[src/rtl/pq_share_ctrl_if.sv]
// pq_share_ctrl_if: bundles the requester, dequeue, PQ-datapath and status
// signals of pq_share_ctrl. The controller uses the slave modport. Client logic
// or a bench uses the master modport.
interface pq_share_ctrl_if #(
    parameter int NREQ  = 4,
    parameter int KW    = 4,
    parameter int VW    = 4,
    parameter int DEPTH = 8
);
    localparam int DW = KW + VW;
    localparam int CW = $clog2(DEPTH + 1);

    logic [NREQ-1:0]    req_valid;
    logic [NREQ*DW-1:0] req_data;
    logic [NREQ-1:0]    req_ready;
    logic               deq_req;
    logic               deq_valid;
    logic [DW-1:0]      deq_data;
    logic [DW-1:0]      pq_idata;
    logic               pq_ivalid;
    logic               pq_ordy;
    logic [DW-1:0]      pq_odata;
    logic [CW-1:0]      count;
    logic               full;
    logic               empty;

    modport slave (
        input  req_valid, req_data, deq_req, pq_odata,
        output req_ready, deq_valid, deq_data, pq_idata, pq_ivalid, pq_ordy,
               count, full, empty
    );

    modport master (
        output req_valid, req_data, deq_req, pq_odata,
        input  req_ready, deq_valid, deq_data, pq_idata, pq_ivalid, pq_ordy,
               count, full, empty
    );
endinterface

[src/rtl/pq_share_ctrl.sv]
// pq_share_ctrl: shares one shift-register priority queue among NREQ insert
// requesters and a single dequeue consumer.
// - Inserts are arbitrated one per cycle and reach the PQ as a registered
//   1-cycle ivalid strobe.
// - Pops are accepted while the queue is non-empty and reach the PQ as a
//   registered 1-cycle ordy strobe. The popped top entry is captured one
//   cycle later.
// - Occupancy is tracked so the PQ never overflows or underflows.
// Optional macro PQ_SHARE_FIXED_PRI_EN: fixed priority (lowest index wins)
// replaces the default round-robin arbiter and its pointer.
module pq_share_ctrl #(
    parameter int NREQ  = 4,
    parameter int KW    = 4,
    parameter int VW    = 4,
    parameter int DEPTH = 8
) (
    input  logic           clk,
    input  logic           rst,
    pq_share_ctrl_if.slave bus
);
    localparam int DW = KW + VW;
    localparam int CW = $clog2(DEPTH + 1);
    localparam int PW = (NREQ > 1) ? $clog2(NREQ) : 1;
    localparam logic [CW-1:0] DEPTH_C = CW'(DEPTH);

    // Each request path is an implicit two-state machine: idle, or driving its
    // one-cycle PQ strobe. A new accept can re-enter STROBE back-to-back.
    typedef enum logic {
        ST_IDLE   = 1'b0,
        ST_STROBE = 1'b1
    } strobe_state_t;

    strobe_state_t ins_state_q, ins_state_d;
    strobe_state_t pop_state_q, pop_state_d;
    logic [CW-1:0] count_q, count_d;
    logic [DW-1:0] pq_idata_q, pq_idata_d;
    logic          deq_valid_q, deq_valid_d;
    logic [DW-1:0] deq_data_q, deq_data_d;

    logic [DW-1:0]   req_word [NREQ];
    logic [NREQ-1:0] grant;
    logic [PW-1:0]   grant_idx;
    logic            ins_acc;
    logic            pop_acc;
    logic            full;
    logic            empty;

    // Slice the flat request bus into one word per requester.
    generate
        for (genvar gi = 0; gi < NREQ; gi++) begin : g_unpack
            assign req_word[gi] = bus.req_data[gi*DW +: DW];
        end
    endgenerate

    // count_q already includes an insert whose strobe is in flight. The PQ
    // writes that entry on the same edge that ends the strobe, so a pop
    // accepted during the strobe only reaches the PQ afterwards. A pop can
    // therefore never target an entry that has not been written yet.
    assign full    = (count_q == DEPTH_C);
    assign empty   = (count_q == '0);
    assign pop_acc = !rst && bus.deq_req && !empty;

`ifdef PQ_SHARE_FIXED_PRI_EN
    // Fixed-priority grant: the lowest-indexed valid requester wins. The loop
    // scans downward so that the lowest index is the last one assigned.
    always_comb begin : grant_logic
        grant     = '0;
        grant_idx = '0;
        ins_acc   = 1'b0;
        if (!rst && !full) begin
            for (int k = NREQ - 1; k >= 0; k--) begin
                if (bus.req_valid[PW'(k)]) begin
                    ins_acc   = 1'b1;
                    grant_idx = PW'(k);
                end
            end
            if (ins_acc) begin
                grant[grant_idx] = 1'b1;
            end
        end
    end
`else
    logic [PW-1:0] ptr_q, ptr_d;

    // Round-robin grant: the first valid requester at or after the pointer
    // wins. The loop scans offsets downward so the smallest offset is the last
    // one assigned. The index wraps explicitly because NREQ need not be a
    // power of two.
    always_comb begin : grant_logic
        logic [PW:0] sum;
        grant     = '0;
        grant_idx = '0;
        ins_acc   = 1'b0;
        sum       = '0;
        if (!rst && !full) begin
            for (int k = NREQ - 1; k >= 0; k--) begin
                sum = {1'b0, ptr_q} + (PW+1)'(k);
                if (sum >= (PW+1)'(NREQ)) begin
                    sum = sum - (PW+1)'(NREQ);
                end
                if (bus.req_valid[sum[PW-1:0]]) begin
                    ins_acc   = 1'b1;
                    grant_idx = sum[PW-1:0];
                end
            end
            if (ins_acc) begin
                grant[grant_idx] = 1'b1;
            end
        end
    end

    // Advance the pointer to the requester just after the winner.
    always_comb begin : ptr_next
        ptr_d = ptr_q;
        if (ins_acc) begin
            ptr_d = (grant_idx == PW'(NREQ - 1)) ? '0 : grant_idx + PW'(1);
        end
    end
`endif

    // Next state for the strobes, the occupancy count and the returned data.
    always_comb begin : next_state
        ins_state_d = ins_acc ? ST_STROBE : ST_IDLE;
        pop_state_d = pop_acc ? ST_STROBE : ST_IDLE;
        count_d     = count_q;
        if (ins_acc && !pop_acc) begin
            count_d = count_q + CW'(1);
        end else if (!ins_acc && pop_acc) begin
            count_d = count_q - CW'(1);
        end
        pq_idata_d  = ins_acc ? req_word[grant_idx] : pq_idata_q;
        // The PQ shows the entry being removed during the ordy strobe.
        deq_valid_d = (pop_state_q == ST_STROBE);
        deq_data_d  = (pop_state_q == ST_STROBE) ? bus.pq_odata : deq_data_q;
    end

    // State registers. The reset also drops any insert or pop that is in flight.
    always_ff @(posedge clk or posedge rst) begin
        if (rst) begin
            ins_state_q <= ST_IDLE;
            pop_state_q <= ST_IDLE;
            count_q     <= '0;
            pq_idata_q  <= '0;
            deq_valid_q <= 1'b0;
            deq_data_q  <= '0;
`ifndef PQ_SHARE_FIXED_PRI_EN
            ptr_q       <= '0;
`endif
        end else begin
            ins_state_q <= ins_state_d;
            pop_state_q <= pop_state_d;
            count_q     <= count_d;
            pq_idata_q  <= pq_idata_d;
            deq_valid_q <= deq_valid_d;
            deq_data_q  <= deq_data_d;
`ifndef PQ_SHARE_FIXED_PRI_EN
            ptr_q       <= ptr_d;
`endif
        end
    end

    assign bus.req_ready = grant;
    assign bus.pq_idata  = pq_idata_q;
    assign bus.pq_ivalid = (ins_state_q == ST_STROBE);
    assign bus.pq_ordy   = (pop_state_q == ST_STROBE);
    assign bus.deq_valid = deq_valid_q;
    assign bus.deq_data  = deq_data_q;
    assign bus.count     = count_q;
    assign bus.full      = full;
    assign bus.empty     = empty;
endmodule

[src/flat_wrapper.sv]
// flat-port wrapper written by rule: the top's interface ports become plain ports
module pq_share_ctrl_flat 
#(
    parameter int NREQ  = 4,
    parameter int KW    = 4,
    parameter int VW    = 4,
    parameter int DEPTH = 8
)
  (clk, rst, bus_req_valid, bus_req_data, bus_deq_req, bus_pq_odata, bus_req_ready, bus_deq_valid, bus_deq_data, bus_pq_idata, bus_pq_ivalid, bus_pq_ordy, bus_count, bus_full, bus_empty);
  pq_share_ctrl_if #(.NREQ(NREQ), .KW(KW), .VW(VW), .DEPTH(DEPTH)) bus_i ();
  input  logic clk;
  input  logic rst;
  input wire logic [$bits(bus_i.req_valid)-1:0] bus_req_valid;
  input wire logic [$bits(bus_i.req_data)-1:0] bus_req_data;
  input wire logic [$bits(bus_i.deq_req)-1:0] bus_deq_req;
  input wire logic [$bits(bus_i.pq_odata)-1:0] bus_pq_odata;
  output wire logic [$bits(bus_i.req_ready)-1:0] bus_req_ready;
  output wire logic [$bits(bus_i.deq_valid)-1:0] bus_deq_valid;
  output wire logic [$bits(bus_i.deq_data)-1:0] bus_deq_data;
  output wire logic [$bits(bus_i.pq_idata)-1:0] bus_pq_idata;
  output wire logic [$bits(bus_i.pq_ivalid)-1:0] bus_pq_ivalid;
  output wire logic [$bits(bus_i.pq_ordy)-1:0] bus_pq_ordy;
  output wire logic [$bits(bus_i.count)-1:0] bus_count;
  output wire logic [$bits(bus_i.full)-1:0] bus_full;
  output wire logic [$bits(bus_i.empty)-1:0] bus_empty;
  assign bus_i.req_valid = bus_req_valid;
  assign bus_i.req_data = bus_req_data;
  assign bus_i.deq_req = bus_deq_req;
  assign bus_i.pq_odata = bus_pq_odata;
  assign bus_req_ready = bus_i.req_ready;
  assign bus_deq_valid = bus_i.deq_valid;
  assign bus_deq_data = bus_i.deq_data;
  assign bus_pq_idata = bus_i.pq_idata;
  assign bus_pq_ivalid = bus_i.pq_ivalid;
  assign bus_pq_ordy = bus_i.pq_ordy;
  assign bus_count = bus_i.count;
  assign bus_full = bus_i.full;
  assign bus_empty = bus_i.empty;
  pq_share_ctrl #(.NREQ(NREQ), .KW(KW), .VW(VW), .DEPTH(DEPTH)) u_core (.clk(clk), .rst(rst), .bus(bus_i));
endmodule
[config.mk]
export PLATFORM = sky130hd
export DESIGN_NAME = pq_share_ctrl_flat
export DESIGN_NICKNAME = d
export VERILOG_FILES = /design/src/rtl/pq_share_ctrl_if.sv /design/src/rtl/pq_share_ctrl.sv /design/src/flat_wrapper.sv
export SDC_FILE = /design/constraint.sdc
export NUM_CORES = 1
export LEC_CHECK = 0
export BUFFER_PORTS_ARGS = -buffer_cell sky130_fd_sc_hd__clkbuf_2
export CAP_MARGIN = 0
export CORE_MARGIN = 2
export CORE_UTILIZATION = 45
export CTS_BUF_LIST = sky130_fd_sc_hd__clkbuf_8
export DETAILED_ROUTE_END_ITERATION = 12
export GPL_ROUTABILITY_DRIVEN = 0
export PLACE_DENSITY = 0.89
export SLEW_MARGIN = 20
export SYNTH_ARGS = -nofsm -noshare
export SYNTH_HDL_FRONTEND = slang
export SYNTH_SLANG_ARGS = --single-unit
[constraint.sdc]
create_clock -name clk -period 5.4 [get_ports clk]
set_input_delay 1.08 -clock clk [delete_from_list [all_inputs] [get_ports clk]]
set_output_delay 1.08 -clock clk [all_outputs]
set_load 0.01 [all_outputs]
=== Yosys cells after proc, flatten, opt, wreduce, memory -nomap -nowiden ===
Cells that the tools add are included.
W data, S select, Z words.

* Output and inout bits: 29
* Bits of input ports: 47
* Register bits after elaboration: 25

* Reduce and logical (&&, ||, !) cells: 13
* Muxes and demuxes: 40
* $lt $le $gt $ge: 11
* Equal/unequal tests: 2
* Bitwise operators: 1
* Add/subtract/negate cells: 10

{| class="wikitable"
|+ Operators with widths
! cell !! count
|-
| $mux W2 || 15
|-
| $bmux W8 S2 || 1
|-
| $mux W4 || 4
|-
| $mux W8 || 2
|-
| $lt A2 B3 Y1 const B || 5
|-
| $mux W1 || 13
|-
| $ge A3 B3 Y1 const B || 4
|-
| $bmux W1 S2 || 4
|-
| $sub A2 B1 Y2 const B || 4
|-
| $add A2 B2 Y3 const B || 2
|-
| $logic_and A1 B1 Y1 || 6
|-
| $logic_not A1 Y1 || 5
|-
| $add A4 B1 Y4 const B || 1
|-
| $eq A4 B4 Y1 const B || 1
|-
| $logic_not A4 Y1 || 1
|-
| $sub A4 B1 Y4 const B || 1
|-
| $add A2 B1 Y3 const B || 1
|-
| $ge A2 B3 Y1 const B || 1
|-
| $not A2 Y3 || 1
|-
| $add A2 B1 Y2 const B || 1
|-
| $demux W1 S2 || 1
|-
| $eq A2 B2 Y1 const B || 1
|-
| $ge A2 B1 Y1 const B || 1
|-
| $reduce_bool A2 Y1 || 1
|}

=== Depth between registers and ports, before layout ===
Gate-level depths: netlist of the first run.

* Depth in word-level cells: 17
* Gate-level depth with buffers: 12
* Gate-level depth less buffers: 11

=== Worst setup path after synthesis of the first run ===
No wires, ideal clock.

* Path type: input -> register
* Start: in bus_req_valid[2]
* End: reg u_core.count_q[3] (netlist: u_core.bus.count[3])
* Buffers on the path: 1
* Stages on the path: 12
* Setup slack: 2.089 ns
* Setup time: 0.127 ns
* Data arrival time: 3.184 ns
* Cell sequence: nor4_2 > or3_1 > inv_2 > buf_2 > ha_1 > inv_1 > ha_1 > a21o_1 > a21oi_1 > xnor2_1 > nor2_1 > xor2_1

* Longest elaborated chain between the ends: 11

{| class="wikitable"
|+ RTL lines
! item !! line !! text
|-
| from (decl) || flat_wrapper.sv:13 || <nowiki>input wire logic [$bits(bus_i.req_valid)-1:0] bus_req_valid;</nowiki>
|-
| $bmux W1 S2 || pq_share_ctrl.sv:101 || <nowiki>if (bus.req_valid[sum[PW-1:0]]) begin</nowiki>
|-
| $mux W1 (implied by the code) || pq_share_ctrl.sv:101 ||
|-
| $mux W1 (3 in a row) || pq_share_ctrl.sv:101 ||
|-
| $mux W1 (*) || pq_share_ctrl.sv:101 ||
|-
| $mux W1 (*) (2 in a row) || pq_share_ctrl.sv:95 || <nowiki>if (!rst && !full) begin</nowiki>
|-
| net u_core.ins_acc || pq_share_ctrl.sv:43 || <nowiki>logic ins_acc;</nowiki>
|-
| $logic_not A1 Y1 || pq_share_ctrl.sv:128 || <nowiki>end else if (!ins_acc && pop_acc) begin</nowiki>
|-
| $logic_and A1 B1 Y1 || pq_share_ctrl.sv:128 ||
|-
| $reduce_bool A2 Y1 (no line) || - ||
|-
| to (signal assigned) || pq_share_ctrl.sv:152 || <nowiki>count_q <= count_d;</nowiki>
|-
| to (decl) || pq_share_ctrl.sv:35 || <nowiki>logic [CW-1:0] count_q, count_d;</nowiki>
|}

The timed path passes the listed nets; every way through them passes the cells marked *. The select of a mux whose other input is x is not followed.
A chain may end at the register's enable or synchronous reset.

=== Worst setup path after layout of the first run ===
* Start: in bus_req_valid[3]
* End: out bus_req_ready[2]

* Longest elaborated chain between the ends: 13

{| class="wikitable"
|+ RTL lines
! item !! line !! text
|-
| $bmux W1 S2 || pq_share_ctrl.sv:101 ||
|-
| $mux W1 (implied by the code) || pq_share_ctrl.sv:101 ||
|-
| $mux W2 (4 in a row) || pq_share_ctrl.sv:101 ||
|-
| $mux W2 || pq_share_ctrl.sv:95 ||
|-
| $lt A2 B3 Y1 (implied by the code) or $ge A2 B1 Y1 (tied branches) || pq_share_ctrl.sv:107 || <nowiki>grant[grant_idx] = 1'b1;</nowiki>
|-
| $logic_and A1 B1 Y1 (implied by the code) || pq_share_ctrl.sv:107 ||
|-
| $mux W1 (implied by the code) || pq_share_ctrl.sv:107 ||
|-
| $demux W1 S2 || - ||
|-
| $mux W4 (*) || pq_share_ctrl.sv:106 || <nowiki>if (ins_acc) begin</nowiki>
|-
| $mux W4 (*) || pq_share_ctrl.sv:95 ||
|-
| to (decl) || flat_wrapper.sv:17 || <nowiki>output wire logic [$bits(bus_i.req_ready)-1:0] bus_req_ready;</nowiki>
|}

Mark *: on every way between the ends. The rest lies on a longest branch, timed or not. The select of a mux whose other input is x is not followed.

==> impl_metrics.json, run 1 <==
{
  "status": "completed",
  "synth-seq-area-share_pct": 42.6,
  "p_int_mw": 0.536,
  "grt_max_degree": 26,
  "synth_area_per_cell_um2": 10.7,
  "power.density_nw_per_um2": 482,
  "grt_use_total_pct": 21.9,
  "hold_path_class": "flop to flop",
  "num-nets-final": 263,
  "path_class": "primary input to output pin",
  "path_clk_slew_ns": 0.08,
  "drive_gt1_share_pct": 46.9,
  "clk_latency_ns": 0.26,
  "rows": 20,
  "numCtsBuffers": 3,
  "power_frac_comb_pct": 51.2,
  "grt_pass1_vias": 1374,
  "yosys.area.top_type_share_pct": 42.6,
  "ant_nets": 0,
  "clk_path_buf_depth": 2,
  "pwr-share-seq_pct": 37.3,
  "vias_per_cell": 5.66,
  "muxShareOfSynthArea_pct": 6.89,
  "post_cts_buffers": 0,
  "ys.flop_type": "dfrtp_1",
  "synthTopCellsByArea": "dfrtp_1 43%, a211oi_1 8.2%, mux2_2 6.9%",
  "drc": 0,
  "required_ns": 4.32,
  "chipHeight_um": 61.2,
  "synth_seq_cells": 25,
  "grt_antenna_before_repair": 0,
  "postCtsHoldBufs": 0,
  "cp-start-kind": "primary input",
  "holdPathStages": 1,
  "setup_violations": 0,
  "initial_core_util_pct": 47.8,
  "critical_path.max_fanout": 19,
  "hpwl_mm": 3.00,
  "cap_violations": 0,
  "ir_drop_mv": 0.244,
  "maxSlewViolCount": 0,
  "wire_per_inst_um": 15.7,
  "power_frac_clock_pct": 11.5,
  "grt_overflow_total": 0,
  "cts_resized": 0,
  "synth_nets": 189,
  "synth_edf_count": 0,
  "fin_util_pct": 62.5,
  "dr.pass1.iters": 4,
  "rsz0062_at_grt": "false",
  "async_flop_share_pct": 100,
  "port_buffers": 75,
  "synth_top_family_by_area": "compound AO/OA/AOI/OAI gates",
  "arrival_ns": 2.98,
  "yosysTopAreaCell": "dfrtp_1",
  "synth-xor-area-share_pct": 2.98,
  "grt_first_pass_wirelength_mm": 6.13,
  "min-delay-start": "u_core.bus.deq_data[6]$_DFFE_PP0P_",
  "clock-sinks": 25,
  "fin_crit_sh_pct": 75.2,
  "reg2reg_to": "u_core.bus.count[3]$_DFFE_PP0P_",
  "htreeDepth": 1,
  "synth_compound_area_share_pct": 27.1,
  "core_area_um2": 3080,
  "synth_cells": 138,
  "rr_worst_depth": 11,
  "period_minus_slack_ns": 4.06,
  "ios": 76,
  "first_iter_violations": 150,
  "cts_tree": "yes",
  "num_vias": 1444,
  "die-area_um2": 3740,
  "yosys.area_share.simple_pct": 12.2,
  "fmax_mhz": 246,
  "p_leak_nw": 0.899,
  "root_buffer": "clkbuf_8",
  "diodes": 0,
  "switching_share_pct": 42.2,
  "skew_ns": 0.00767,
  "die_w_um": 61.2,
  "ys_types": 40,
  "syn_to_final_growth_pct": 30.9,
  "holdPathEnd": "u_core.bus.deq_data[6]$_DFFE_PP0P_",
  "r2r-start": "u_core.bus.count[0]$_DFFE_PP0P_",
  "synthAdderAreaFrac_pct": 3.91,
  "ys_warn_count": 0,
  "n_fill_cell": 275,
  "worstMarginPinSlew_ns": 0.924,
  "p_sw_mw": 0.391,
  "slew_headroom_pct": 38.3,
  "synth_area_um2": 1470,
  "finalHoldViolations": 0,
  "wirelength_mm": 3.99,
  "r2r_setup_slack_ns": 2.34,
  "finalSetupTns_ns": 0,
  "crit_path_end_kind": "output pin"
}
-- state kept, by name (all words and copies together), names as in the netlist --
| signal | cells |
|---|---|
| u_core.bus.count | 4 |
| u_core.bus.deq_data | 8 |
| u_core.bus.deq_valid | 1 |
| u_core.bus.pq_idata | 8 |
| u_core.bus.pq_ivalid | 1 |
| u_core.bus.pq_ordy | 1 |
| u_core.ptr_q | 2 |
-- power by group through the flow --
stage / Combinational (mW) / Clock [mW] / Sequential [mW]
after floorplan: 0.287 / 0 / 0.365
final: 0.474 / 0.106 / 0.346
after global routing: 0.519 / 0.118 / 0.358
after detailed placement: 0.473 / 0 / 0.350
after global placement: 0.460 / 0 / 0.345
after CTS: 0.475 / 0.109 / 0.345
-- cell usage in the layout (no fill, tap or decap) --
cell type	n
a211oi_1	16
and3_1	1
nand2b_1	1
a2111oi_2	1
xor2_1	1
o22a_1	1
a2111oi_0	8
a211oi_2	1
buf_4	2
nor4_1	2
ha_1	3
dfrtp_1	25
mux2_2	9
or3_1	2
o21ai_1	1
nor4b_2	2
inv_2	1
a21boi_0	1
nand2_1	2
o21a_1	8
fa_1	1
o221a_2	1
clkbuf_8	3
inv_1	6
xnor2_1	4
nor4_2	1
nand3_1	8
nor2_1	5
clkbuf_2	75
a22o_1	1
nor2_2	1
o22ai_1	7
a21o_1	1
o22ai_2	1
nor3_1	1
nor2b_1	3
a21oi_1	2
or3b_2	1
o21ai_0	1
-- final cells by class --
class	count	area, um^2	area share, %
timing repair buffer	77	390	20.3
inverter	6	22.5	1.17
clock buffer	3	41.3	2.15
tap	44	55.1	2.86
sequential	25	626	32.5
multi-input combinational	99	786	40.8
clock inverter	1	3.75	0.195
-- cell usage after synthesis (2+ instances only) --
library cell / number
dfrtp_1: 25
a211oi_1: 16
mux2_2: 9
a2111oi_0: 8
nand3_1: 8
o21a_1: 8
o22ai_1: 7
inv_1: 5
nor2_1: 5
buf_2: 4
xnor2_1: 4
clkbuf_1: 3
ha_1: 3
nor2b_1: 3
a21oi_1: 2
nand2_1: 2
nor4_1: 2
or3_1: 2
-- how the worst max path moves through the flow --
stage	startpoint	depth (start not counted)	end	slack, ns
2_1_floorplan	bus_req_valid[2]	12	u_core.bus.count[3]$_DFFE_PP0P_	2.09
3_3_place_gp	bus_req_valid[3]	6	bus_req_ready[2]	1.43
3_5_place_dp	bus_req_valid[2]	12	u_core.bus.count[3]$_DFFE_PP0P_	1.31
4_1_cts	bus_req_valid[2]	6	bus_req_ready[2]	1.39
5_1_grt	bus_req_valid[2]	6	bus_req_ready[2]	1.22
6_report	bus_req_valid[3]	6	bus_req_ready[2]	1.34
-- per-layer routing --
layer	GRT usage, %	routed length, um
met3	2.94	237
met4	7.45	27
met5	0	0
met1	29.9	1740
met2	35.7	1990
-- stage by stage --
| stage | hold WS, ns | power, mW | worst slack, ns | std cells | area (um^2) |
|---|---|---|---|---|---|
| after floorplan | 0.433 | 0.652 | 2.09 | 138 | 1470 |
| after global placement | 0.491 | 0.805 | 1.43 | 251 | 1880 |
| after detailed placement | 0.498 | 0.823 | 1.31 | 251 | 1880 |
| after CTS | 0.518 | 0.930 | 1.39 | 255 | 1920 |
| after global routing | 0.531 | 0.995 | 1.22 | 255 | 1920 |
| final | 0.514 | 0.927 | 1.34 | 255 | 1920 |
-- critical path, stage by stage --
cell and delay, ns:
clkbuf_2 0.12, nor4_2 0.70, or3_1 0.48, inv_2 0.25
and3_1 0.22, clkbuf_2 0.12
-- logic make-up (layout without fill, tap and decap cells) --
logic type | after synthesis | after routing
and+or+nand+nor | 30 | 30
AOI/OAI and AO/OA | 51 | 51
adders and majority gates | 4 | 4
muxes | 9 | 9
xor gates and xnor gates | 5 | 5
DFF | 25 | 25
buffers and inverters | 14 | 87
Power figures use the tool's default switching activity.
==> run 2: changes to the inputs <==
--- a/config.mk
+++ b/config.mk
@@ -5,14 +5,15 @@
 export SDC_FILE = /design/constraint.sdc
 export NUM_CORES = 1
 export LEC_CHECK = 0
+export ABC_AREA = 1
 export BUFFER_PORTS_ARGS = -buffer_cell sky130_fd_sc_hd__clkbuf_2
 export CAP_MARGIN = 0
 export CORE_MARGIN = 2
-export CORE_UTILIZATION = 45
+export CORE_UTILIZATION = 43
 export CTS_BUF_LIST = sky130_fd_sc_hd__clkbuf_8
 export DETAILED_ROUTE_END_ITERATION = 12
 export GPL_ROUTABILITY_DRIVEN = 0
-export PLACE_DENSITY = 0.89
+export PLACE_DENSITY = 0.87
 export SLEW_MARGIN = 20
 export SYNTH_ARGS = -nofsm -noshare
 export SYNTH_HDL_FRONTEND = slang
==> constraint.sdc (replaced) <==
create_clock -name clk -period 3.3 [get_ports clk]
set_input_delay 0.66 -clock clk [delete_from_list [all_inputs] [get_ports clk]]
set_output_delay 0.66 -clock clk [all_outputs]
set_load 0.01 [all_outputs]
==> impl_metrics.json, run 2 <==
{
  "status": "completed",
  "synth_cells": 197,
  "setup_violations": 0,
  "p_total_mw": 1.92,
  "crit_chain": "inv_1, nand2_1, nand3_1, nand2_1, nor2_1, nand2_1, inv_1, nand3b_1, nand2_1, inv_2, ha_1, inv_1, ha_1, a21o_1, a21oi_1, nor2_1, nor2_1, nand2_1, xor2_1",
  "wirelength_mm": 3.87,
  "htreeDepth": 1,
  "pwr-share-seq_pct": 28.8,
  "power_frac_clock_pct": 9.3,
  "switching_share_pct": 48.2,
  "crit_cells": 19,
  "p_sw_mw": 0.923,
  "yosysTopAreaCell": "dfrtp_1",
  "hold_path_class": "flop to flop",
  "ys_warn_count": 0,
  "drc": 0,
  "rr_worst_depth": 19,
  "grt_pass1_vias": 1477,
  "num-nets-final": 323,
  "reg2reg_to": "u_core.bus.count[3]$_DFFE_PP0P_",
  "grt_max_degree": 26,
  "grt_use_met2_pct": 32.6,
  "die-area_um2": 4150,
  "busiest_layer": "met2",
  "clk_latency_ns": 0.27,
  "hpwl_mm": 3.14,
  "cap_violations": 0,
  "period_minus_slack_ns": 2.96,
  "syn_to_final_growth_pct": 27.7,
  "vias_per_cell": 4.89,
  "r2r-start": "u_core.ptr_q[0]$_DFFE_PP0P_",
  "post_cts_buffers": 0,
  "port_buffers": 75,
  "chipHeight_um": 64.4,
  "ys_top_cells_by_count": "54 x nand2_1, 45 x nand3_1, 25 x dfrtp_1",
  "slowest_delay_ns": 0.55,
  "ys.flop_type": "dfrtp_1",
  "diodes": 0,
  "num_vias": 1550,
  "final_cell_mix": "75 x clkbuf_2, 54 x nand2_1, 45 x nand3_1",
  "crit_path_end_kind": "flop",
  "async_flop_share_pct": 100,
  "initial_core_util_pct": 46.0,
  "ir_drop_mv": 0.399,
  "synthTopCellsByArea": "dfrtp_1 40%, nand3_1 14%, nand2_1 13%",
  "clock-sinks": 25,
  "postCtsHoldBufs": 0,
  "skew_ns": 0.00181,
  "dp_cells": 313,
  "synth_area_um2": 1570,
  "power_frac_comb_pct": 61.9,
  "n_fill_cell": 345,
  "whs_ns": 0.495,
  "finalHoldViolations": 0,
  "grt_use_total_pct": 19.7,
  "synth_edf_count": 0,
  "grt_antenna_before_repair": 0,
  "critPathLaunch": "u_core.ptr_q[0]$_DFFE_PP0P_",
  "maxSlewViolCount": 0,
  "ys_types": 30,
  "grt_use_met3_pct": 2.43,
  "cts_resized": 0,
  "required_ns": 3.46,
  "ios": 76,
  "first_iter_violations": 75,
  "holdPathStages": 2,
  "root_buffer": "clkbuf_8",
  "yosys.area.top_type_share_pct": 39.8,
  "core_area_um2": 3420,
  "numCtsBuffers": 3,
  "grt_first_pass_wirelength_mm": 6.49,
  "synth_seq_cells": 25,
  "regArea_um2": 626,
  "cp-endpoint": "u_core.bus.count[3]$_DFFE_PP0P_",
  "arrival_ns": 3.12,
  "power.density_nw_per_um2": 955,
  "dr.pass1.iters": 4,
  "fin_cells": 317,
  "fin_crit_sh_pct": 89.7,
  "cp_slowest_cell": "dfrtp_1",
  "slew_headroom_pct": 40.0,
  "synth-seq-area-share_pct": 39.8,
  "drive_gt1_share_pct": 38.0,
  "critPathBufInv": 4,
  "finalSetupTns_ns": 0,
  "clk_path_buf_depth": 2,
  "cp_top_family": "simple AND/OR/NAND/NOR gates",
  "path_clk_slew_ns": 0.08,
  "r2r_setup_slack_ns": 0.34,
  "die_w_um": 64.4,
  "use_met1_pct": 27.0,
  "synth_nets": 248,
  "cts_tree": "yes",
  "p_leak_nw": 1.14,
  "crit_top_cell": "nand2_1",
  "multi_input_area_um2": 808,
  "grt_overflow_total": 0,
  "critical_path.max_fanout": 11,
  "layout_commonest_cell": "clkbuf_2",
  "p_int_mw": 0.992,
  "cp-start-kind": "flop",
  "ant_nets": 0,
  "wire_per_inst_um": 12.2,
  "synth_area_per_cell_um2": 7.97,
  "worstMarginPinSlew_ns": 0.899,
  "fmax_mhz": 338,
  "rsz0062_at_grt": "false",
  "rows": 21,
  "path_class": "flop to flop",
  "fin_util_pct": 58.7,
  "yosysMostFrequentCell": "nand2_1"
}
## run 2: power groups by stage
| stage | registers, mW | logic (mW) | clock network, mW |
|---|---|---|---|
| detailed placement | 0.557 | 1.20 | 0 |
| global placement | 0.558 | 1.16 | 0 |
| global route | 0.577 | 1.35 | 0.193 |
| finish | 0.552 | 1.19 | 0.177 |
| floorplan | 0.576 | 0.883 | 0 |
| CTS | 0.554 | 1.20 | 0.176 |
## run 2: kinds of logic (layout without fill, tap and decap cells)
family	Yosys count	count (layout)	synth area share, %
fa+ha+maj	4	4	3.67
mux	9	9	6.45
buf+inv	27	101	8.68
compound gates	9	9	3.19
xor+xnor	4	4	2.23
flops	25	25	39.8
simple gates	119	119	35.9
## run 2: worst min-delay path by stage
stage	from	endpoint	slack, ns
after floorplan	u_core.bus.pq_ordy$_DFF_PP0_	u_core.bus.deq_valid$_DFF_PP0_	0.43
after global placement	u_core.bus.pq_idata[2]$_DFFE_PP0P_	u_core.bus.pq_idata[2]$_DFFE_PP0P_	0.48
after detailed placement	u_core.bus.pq_idata[1]$_DFFE_PP0P_	u_core.bus.pq_idata[1]$_DFFE_PP0P_	0.47
after CTS	u_core.bus.pq_idata[1]$_DFFE_PP0P_	u_core.bus.pq_idata[1]$_DFFE_PP0P_	0.49
after global routing	u_core.bus.pq_idata[1]$_DFFE_PP0P_	u_core.bus.pq_idata[1]$_DFFE_PP0P_	0.52
final	u_core.bus.pq_idata[6]$_DFFE_PP0P_	u_core.bus.pq_idata[6]$_DFFE_PP0P_	0.50
## run 2: worst min-delay path: stages, from the launching register on
cell	delay [ns]
dfrtp_1	0.36
nand2_1	0.05
nand2_1	0.05
## run 2: layer usage
layer  routed length (um)  share of wire [%]
met2                 1920                 50
met4                   56                1.4
met5                    0                  0
met3                  218                5.6
met1                 1680                 43
## run 2: area by class of cell
| class | instances | area share (%) |
|---|---|---|
| clock inverters | 1 | 0.187 |
| clock buffers | 3 | 2.06 |
| inverters | 19 | 3.56 |
| repair buffers | 78 | 19.8 |
| well taps | 46 | 2.87 |
| flip-flops and latches | 25 | 31.2 |
| multi-input cells | 145 | 40.3 |
## run 2: through the flow
stage | area [um^2] | setup WS, ns
3_3_place_gp | 1960 | 0.421
4_1_cts | 2010 | 0.366
6_report | 2010 | 0.339
5_1_grt | 2010 | 0.0369
2_1_floorplan | 1570 | 0.626
3_5_place_dp | 1960 | 0.288
==> run 3: changes to the inputs <==
--- a/config.mk
+++ b/config.mk
@@ -9,7 +9,7 @@
 export BUFFER_PORTS_ARGS = -buffer_cell sky130_fd_sc_hd__clkbuf_2
 export CAP_MARGIN = 0
 export CORE_MARGIN = 2
-export CORE_UTILIZATION = 43
+export CORE_UTILIZATION = 45
 export CTS_BUF_LIST = sky130_fd_sc_hd__clkbuf_8
 export DETAILED_ROUTE_END_ITERATION = 12
 export GPL_ROUTABILITY_DRIVEN = 0
==> constraint.sdc (replaced) <==
create_clock -name clk -period 3.8 [get_ports clk]
set_input_delay 0.76 -clock clk [delete_from_list [all_inputs] [get_ports clk]]
set_output_delay 0.76 -clock clk [all_outputs]
set_load 0.01 [all_outputs]
==> impl_metrics.json, run 3 (synthesis gave the netlist of run 2 again) <==
{
  "critical_path.max_fanout": 11,
  "vias_per_cell": 4.97,
  "first_iter_violations": 66,
  "port_buffers": 75,
  "layout_commonest_cell": "clkbuf_2",
  "cts_resized": 0,
  "ir_drop_mv": 0.326,
  "fin_crit_sh_pct": 78.2,
  "dr.pass1.iters": 6,
  "rows": 21,
  "critPathBufInv": 4,
  "crit_path_end_kind": "flop",
  "whs_ns": 0.492,
  "htreeDepth": 1,
  "grt_use_total_pct": 19.4,
  "required_ns": 3.97,
  "cp_top_family": "simple AND/OR/NAND/NOR gates",
  "post_cts_buffers": 0,
  "die-area_um2": 3980,
  "cap_violations": 0,
  "clk_latency_ns": 0.27,
  "initial_core_util_pct": 47.1,
  "drive_gt1_share_pct": 38.4,
  "setup_violations": 0,
  "maxSlewViolCount": 0,
  "grt_first_pass_wirelength_mm": 6.18,
  "ios": 76,
  "holdPathStages": 2,
  "p_leak_nw": 1.14,
  "syn_to_final_growth_pct": 27.8,
  "finalSetupTns_ns": 0,
  "root_buffer": "clkbuf_8",
  "core_area_um2": 3340,
  "arrival_ns": 3.14,
  "power.density_nw_per_um2": 829,
  "rsz0062_at_grt": "false",
  "path_clk_slew_ns": 0.09,
  "pre_cts_slack_ns": 0.704,
  "postCtsHoldBufs": 0,
  "grt_max_degree": 26,
  "cts_tree": "yes",
  "crit_chain": "inv_1, nand2_1, nand3_1, nand2_1, nor2_1, nand2_1, inv_1, nand3b_1, nand2_1, inv_2, ha_1, inv_1, ha_1, a21o_1, a21oi_1, nor2_1, nor2_1, nand2_1, xor2_1",
  "path_class": "flop to flop",
  "clk_path_buf_depth": 2,
  "grt_pass1_vias": 1447,
  "wirelength_mm": 3.79,
  "slew_headroom_pct": 40.1,
  "num_vias": 1577,
  "fmax_mhz": 336,
  "num-nets-final": 323,
  "diodes": 0,
  "cp_slowest_cell": "dfrtp_1",
  "chipHeight_um": 63.1,
  "worst_slack_ns": 0.827,
  "grt_antenna_before_repair": 0,
  "numCtsBuffers": 3,
  "die_w_um": 63.1,
  "skew_ns": 0.00655,
  "final_cell_mix": "75 x clkbuf_2, 54 x nand2_1, 45 x nand3_1",
  "finalHoldViolations": 0,
  "slowest_delay_ns": 0.56,
  "hpwl_mm": 3.00,
  "cp-start-kind": "flop",
  "status": "completed",
  "wire_per_inst_um": 12.0,
  "fin_cells": 317,
  "rr_worst_depth": 19,
  "ant_nets": 0,
  "period_minus_slack_ns": 2.97,
  "drc": 0,
  "dp_cells": 313,
  "clock-sinks": 25,
  "crit_top_cell": "nand2_1",
  "worstMarginPinSlew_ns": 0.898,
  "hold_path_class": "flop to flop",
  "grt_overflow_total": 0,
  "crit_cells": 19
}
## run 3: cell types whose count changed in the layout (fill, tap and decap cells not counted), sizes merged
cell,delta
clkinv,+1
inv,-1
## run 3: final timing paths
kind / start / to / slack, ns
min in group asynchronous: rst / u_core.bus.count[3]$_DFFE_PP0P_ / 0.71
setup reg to reg: u_core.ptr_q[0]$_DFFE_PP0P_ / u_core.bus.count[3]$_DFFE_PP0P_ / 0.83
max in group asynchronous: rst / u_core.bus.pq_idata[2]$_DFFE_PP0P_ / 2.54
hold reg to reg: u_core.bus.pq_idata[4]$_DFFE_PP0P_ / u_core.bus.pq_idata[4]$_DFFE_PP0P_ / 0.49
hold / removal: u_core.bus.pq_idata[4]$_DFFE_PP0P_ / u_core.bus.pq_idata[4]$_DFFE_PP0P_ / 0.49
setup / recovery: u_core.ptr_q[0]$_DFFE_PP0P_ / u_core.bus.count[3]$_DFFE_PP0P_ / 0.83
## run 3: cell type report
type,count,area [um^2]
Fill cell,337,1330
Multi-Input combinational cell,145,808
Sequential cell,25,626
Timing Repair Buffer,78,398
Inverter,19,71.3
Tap cell,46,57.6
Clock buffer,3,41.3
Clock inverter,1,5.00
## run 3: worst reg2reg max path, stage by stage, from the launching register on
cell,delay (ns)
dfrtp_1,0.56
inv_1,0.15
nand2_1,0.12
nand3_1,0.10
nand2_1,0.11
nor2_1,0.05
nand2_1,0.08
inv_1,0.04
nand3b_1,0.07
nand2_1,0.07
inv_2,0.17
ha_1,0.24
inv_1,0.10
ha_1,0.27
a21o_1,0.17
a21oi_1,0.17
nor2_1,0.07
nor2_1,0.10
nand2_1,0.07
xor2_1,0.14
## run 3: metrics by stage
stage | area (um^2) | util, % | power (mW)
floorplan | 1570 | - | 1.27
global placement | 1960 | 58.8 | 1.49
detailed placement | 1960 | 58.8 | 1.52
CTS | 2010 | 60.1 | 1.67
global route | 2010 | 60.1 | 1.82
finish | 2010 | 60.1 | 1.66
## run 3: report_power, final
| group | internal, mW | switching (mW) | total, mW |
|---|---|---|---|
| sequential | 0.379 | 0.0991 | 0.478 |
| clock | 0.0734 | 0.0846 | 0.158 |
| combinational | 0.410 | 0.619 | 1.03 |
## run 3: per-layer routing
metal	wire (um)	part of all wire, %	global-route usage [%]	up-vias
li1	-	-	-	789
met1	1560	41	23.6	720
met2	1930	51	34.7	57
met3	218	5.8	1.79	11
met4	81	2.1	8.89	0
met5	0	0	0	-
